File: src/rtl/bf16_add_arbiter.sv
// Round-robin arbiter feeding a shared, fully pipelined bf16 adder.
// Tags travel alongside the adder pipeline so that each result is
// returned to the requester that issued it, in issue order.
module bf16_add_arbiter #(
  parameter int unsigned NREQ = 4,
  parameter int unsigned LAT  = 3
) (
  input  logic                     clk,
  input  logic                     rst_n,
  input  logic [NREQ-1:0]          req_valid,
  output logic [NREQ-1:0]          req_ready,
  input  logic [16*NREQ-1:0]       req_a,
  input  logic [16*NREQ-1:0]       req_b,
  input  logic [NREQ-1:0]          req_sub,
  output logic                     add_start,
  output logic [15:0]              add_a,
  output logic [15:0]              add_b,
  input  logic [15:0]              add_y,
  input  logic                     add_done,
  output logic                     rsp_valid,
  output logic [$clog2(NREQ)-1:0]  rsp_id,
  output logic [15:0]              rsp_data,
  output logic                     busy,
  output logic                     err
);

  localparam int unsigned IDW = $clog2(NREQ);

  logic [IDW-1:0] last_grant_q;
  logic [IDW-1:0] grant_id;
  logic           xfer;
  logic [15:0]    sel_a;
  logic [15:0]    sel_b;
  logic           sel_sub;

  logic           start_q;
  logic [15:0]    a_q;
  logic [15:0]    b_q;
  logic [IDW-1:0] id_q;

  logic [LAT-1:0] tag_v_q;
  logic [LAT-1:0] tag_v_d;
  logic [IDW-1:0] tag_id_q [LAT];
  logic [IDW-1:0] tag_id_d [LAT];

  logic           rsp_valid_q;
  logic [IDW-1:0] rsp_id_q;
  logic [15:0]    rsp_data_q;
  logic           busy_q;
  logic           busy_d;
  logic           err_q;
  logic           tag_last_v;

  // Round-robin search starting one past the last granted requester.
  always_comb begin
    req_ready = '0;
    grant_id  = '0;
    xfer      = 1'b0;
    sel_a     = '0;
    sel_b     = '0;
    sel_sub   = 1'b0;
    for (int unsigned off = 1; off <= NREQ; off++) begin
      int unsigned idx;
      idx = (32'(last_grant_q) + off) % NREQ;
      if (!xfer && rst_n && req_valid[idx]) begin
        xfer           = 1'b1;
        req_ready[idx] = 1'b1;
        grant_id       = IDW'(idx);
        sel_a          = req_a[16*idx +: 16];
        sel_b          = req_b[16*idx +: 16];
        sel_sub        = req_sub[idx];
      end
    end
  end

  // Tag pipeline advances every cycle; stage 0 captures the issue slot.
  always_comb begin
    tag_v_d[0]  = start_q;
    tag_id_d[0] = id_q;
    for (int unsigned k = 1; k < LAT; k++) begin
      tag_v_d[k]  = tag_v_q[k-1];
      tag_id_d[k] = tag_id_q[k-1];
    end
    busy_d = xfer | (|tag_v_d);
  end

  assign tag_last_v = tag_v_q[LAT-1];

  // Issue register, tag pipeline, response and status registers.
  always_ff @(posedge clk or negedge rst_n) begin
    if (!rst_n) begin
      last_grant_q <= IDW'(NREQ - 1);
      start_q      <= 1'b0;
      a_q          <= '0;
      b_q          <= '0;
      id_q         <= '0;
      tag_v_q      <= '0;
      for (int unsigned k = 0; k < LAT; k++) tag_id_q[k] <= '0;
      rsp_valid_q  <= 1'b0;
      rsp_id_q     <= '0;
      rsp_data_q   <= '0;
      busy_q       <= 1'b0;
      err_q        <= 1'b0;
    end else begin
      start_q <= xfer;
      if (xfer) begin
        last_grant_q <= grant_id;
        a_q          <= sel_a;
        b_q          <= {sel_b[15] ^ sel_sub, sel_b[14:0]};
        id_q         <= grant_id;
      end
      tag_v_q <= tag_v_d;
      for (int unsigned k = 0; k < LAT; k++) tag_id_q[k] <= tag_id_d[k];
      rsp_valid_q <= add_done & tag_last_v;
      if (add_done && tag_last_v) begin
        rsp_id_q   <= tag_id_q[LAT-1];
        rsp_data_q <= add_y;
      end
      busy_q <= busy_d;
      if (add_done != tag_last_v) err_q <= 1'b1;
    end
  end

  assign add_start = start_q;
  assign add_a     = a_q;
  assign add_b     = b_q;
  assign rsp_valid = rsp_valid_q;
  assign rsp_id    = rsp_id_q;
  assign rsp_data  = rsp_data_q;
  assign busy      = busy_q;
  assign err       = err_q;

endmodule

File: config.mk
export PLATFORM = sky130hd
export DESIGN_NAME = bf16_add_arbiter
export DESIGN_NICKNAME = d
export VERILOG_FILES = /design/src/rtl/bf16_add_arbiter.sv
export SDC_FILE = /design/constraint.sdc
export NUM_CORES = 1
export LEC_CHECK = 0
export BUFFER_PORTS_ARGS = -buffer_cell sky130_fd_sc_hd__buf_2
export CAP_MARGIN = 20
export CORE_MARGIN = 10
export CORE_UTILIZATION = 57
export DETAILED_ROUTE_END_ITERATION = 12
export GPL_ROUTABILITY_DRIVEN = 0
export PLACE_DENSITY = 0.88
export SLEW_MARGIN = 15
export SYNTH_ARGS = -nofsm -noshare
export SYNTH_HDL_FRONTEND = slang
export SYNTH_SLANG_ARGS = --single-unit
File: constraint.sdc
create_clock -name clk -period 8.55 [get_ports clk]
set_input_delay 0.4275 -clock clk [delete_from_list [all_inputs] [get_ports clk]]
set_output_delay 0.4275 -clock clk [all_outputs]
set_load 0.05 [all_outputs]
==> out/qor.csv <==
stage,metric,value,unit
power,Clock Power Share,12.1,%
setup_path,critical-path cell list,inv_1 > ha_2 > mux4_2 > nand3_2 > o21ai_0 > buf_2,
route,Routed Antenna Nets,0,
final_layout,Area Overhead vs Synth,20.3,%
clock_tree,number of buffers created by CTS,9,
final_layout,fin cells,891,
yosys,Netlist Area Pre-Place,6500,um^2
yosys,synth unique cells,66,
final_layout,Fillers,773,
timing,setup violators final,0,
route,Vias,6329,
final_layout,most frequent cells in the layout,"buf_2, mux4_2, dfrtp_1, mux2i_1",
final_layout,multi-input logic area,4500,um^2
route,DR iter-0 viols,868,
yosys,ys async rst share,100,%
clock_tree,Root Buffer Master,clkbuf_16,
yosys,register area share after synthesis,25.8,%
die,width of the die,127,um
yosys,#FFs+latches synth,67,
power,Internal,1.59,mW
timing,Final Skew,6.75,ps
clock_tree,PostCTS Resize Cnt,0,
global_route,gr usage total,25.1,%
setup_path,crit path launch type,flip-flop,
run_status,outcome,finished clean,
setup_path,cell family contributing the most delay on the critical path,flip-flops,
flow_run,max_cap viols,0,
clock_tree,CTS tree,done,
timing,Highest Clock Rate,205,MHz
power,P_leak,3.44,nW
power,sequential power share,21.0,%
clock_tree,worst-case clock buffer depth,2,
power,Gate power share,67.0,%
timing,fin crit period,4880,ps
timing,Worst-Margin Slew,1160,ps
placed_design,DP HPWL,15.8,mm
clock_tree,clock transition at the registers of the reported paths,60,ps
die,Starting Density,59.2,%
timing,Max transition margin,22.6,%
global_route,largest net degree at the start of global routing,78,
power,Psw,1.59,mW
setup_path,"Max stage delay cell, worst path",dfstp_4,
clock_tree,clk_lat worst skew,330,ps
setup_path,crit-path max cell delay,1270,ps
route,1st-pass router iterations,8,
timing,RSZ-0062 raised after global routing,no,
power,total power,3.18,mW
route,Total Wirelength,21.6,mm
setup_path,Buffers & Inverters on Critical Path,2,
setup_path,Setup crit end kind,output pin,
global_route,first-pass GRT wire length,33.4,mm
min_path,worst hold-check path type,in -> async,
die,IO Pins,213,
clock_tree,Hold Buf Count CTS,0,
die,Die H,127,um
setup_path,CP Class,reg -> out,
setup_path,WP data required,8120,ps
global_route,total global routing overflow,0,
yosys,Cells after Synth,569,
timing,worst hold slack,100,ps
power,Sw Share,50.1,%
route,DR vias/cell,7.10,
route,DR WL/cell,24.2,um
power,Peak supply drop,0.241,mV
power,PwrDens,406,nW/um^2
yosys,YS warnings,0,
route,drt drc,0,
global_route,initial antenna violation count,3,
die,num rows,38,
die,area of the core,11000,um^2
placed_design,post-placement cell area,7490,um^2
timing,Final Max Slew Viols,0,
timing,Final period util,57.0,%
setup_path,Crit path arrival time,4450,ps
yosys,syn nets,732,
final_layout,Finished Cell Area,7820,um^2
final_layout,layout net count,906,
die,die area,16100,um^2
timing,setup TNS,0,ps
timing,Fin. Hold Viols,0,
placed_design,Placed Instances,871,
yosys,mean post-synth cell area,11.4,um^2
final_layout,sequential cell area,1690,um^2
clock_tree,# clock sinks,67,
setup_path,crit-path max FO,77,
final_layout,share of cells above drive strength 1,49.3,%
clock_tree,Setup Buffers After CTS,0,
final_layout,"commonest non-fill, non-tap cell in the layout",buf_2,
yosys,Main synth FF type,dfrtp_1,
yosys,"EDFF count, synth",0,
clock_tree,H-tree depth,3,
placed_design,IO Port Bufs,212,
global_route,vias in the first global route,6521,
[power by group through the flow]
| stage | Clock [mW] | Sequential [mW] | Combinational (mW) |
|---|---|---|---|
| 2_1_floorplan | 0 | 0.893 | 1.41 |
| 3_3_place_gp | 0 | 0.653 | 2.00 |
| 3_5_place_dp | 0 | 0.668 | 2.08 |
| 4_1_cts | 0.386 | 0.664 | 2.09 |
| 5_1_grt | 0.401 | 0.690 | 2.24 |
| 6_report | 0.383 | 0.665 | 2.13 |
[stage by stage]
stage	utilization, %	setup WS (ps)
6_report	71.2	3670
5_1_grt	71.2	3420
4_1_cts	70.9	2660
3_5_place_dp	68.2	3030
3_3_place_gp	68.2	3290
2_1_floorplan	-	5190
[worst register-to-register path, cell delays in order (launching register included)]
cell	delay [ps]
dfstp_4	1270
inv_1	490
ha_2	700
mux4_2	410
nand3_2	580
or2_1	460
a221o_1	300
[Yosys cell counts (2+ instances only)]
cell type	instances	share of area, %
ha_1	8	1.5
a211oi_1	6	0.69
a221o_1	7	1.1
mux2i_1	56	8.6
nand3_1	21	1.6
nand2b_1	2	0.19
nor3b_1	4	0.46
buf_4	5	0.58
a22o_1	3	0.40
buf_2	26	2.0
a211o_1	17	2.3
a32oi_1	3	0.40
buf_1	5	0.29
dfstp_2	2	0.81
clkbuf_1	12	0.69
nor3_2	2	0.31
nand4_1	5	0.48
a22oi_1	7	0.81
buf_6	5	0.87
xor2_1	4	0.54
a222oi_1	4	0.62
nor3_1	3	0.23
mux4_2	74	26
and4_1	4	0.54
inv_1	7	0.40
o22ai_1	19	1.8
and2_1	3	0.29
nor2b_1	8	0.77
a221oi_1	2	0.27
o21ai_0	46	3.5
nand2_1	29	1.7
or2_1	4	0.38
a2111oi_0	2	0.27
and3_1	5	0.48
inv_2	2	0.12
dfrtp_1	65	25
nor2_1	9	0.52
a21oi_1	10	0.77
mux2_2	46	8.0
[cell families after synthesis]
kind of cell | share of synthesized area, %
AND/OR/NAND/NOR | 9.20
multiplexers | 42.7
buffers and inverters | 5.18
AO/OA/AOI/OAI | 14.9
XOR/XNOR | 0.673
adder cells (fa/ha/maj) | 1.54
flip-flops | 25.8
[metal layers]
| layer | up-vias | wire length (um) | GRT usage [%] |
|---|---|---|---|
| li1 | 2654 | - | - |
| met1 | 3097 | 7720 | 29.3 |
| met2 | 495 | 10700 | 41.9 |
| met3 | 83 | 2410 | 6.66 |
| met4 | 0 | 731 | 11.9 |
| met5 | - | 0 | 0 |
[cell type report]
type                       instances  share of cell area (%)
tap                              140                    2.24
clock buffer                       9                    2.88
antenna                            3                  0.0960
sequential                        67                    21.6
timing repair buffer             217                    14.2
clock inverter                     7                    1.01
inverter                           9                   0.432
multi-input combinational        439                    57.5
[flip-flops by register name, indices dropped and copies added, names as in the netlist, 2 cells and up]
| name | cells |
|---|---|
| rsp_data | 16 |
| add_a | 16 |
| last_grant_q | 2 |
| rsp_id | 2 |
| tag_v_q | 3 |
| tag_id_q | 2 |
| id_q | 2 |
| add_b | 16 |
| tag_id_d | 4 |
[worst paths after layout]
path | startpoint | cells after the start | end | slack, ps
setup reg to reg | last_grant_q[1] | 6 | add_a[15] | 4230
setup / recovery | last_grant_q[1] | 6 | req_ready[0] | 3670
hold / removal | rst_n | 1 | add_b[3] | 100
min in group clk | add_y[2] | 2 | rsp_data[2] | 330
hold reg to reg | tag_id_d[2] | 0 | tag_id_d[0] | 350
max in group asynchronous | rst_n | 2 | rsp_valid | 7280
Power figures use the tool's default switching activity.
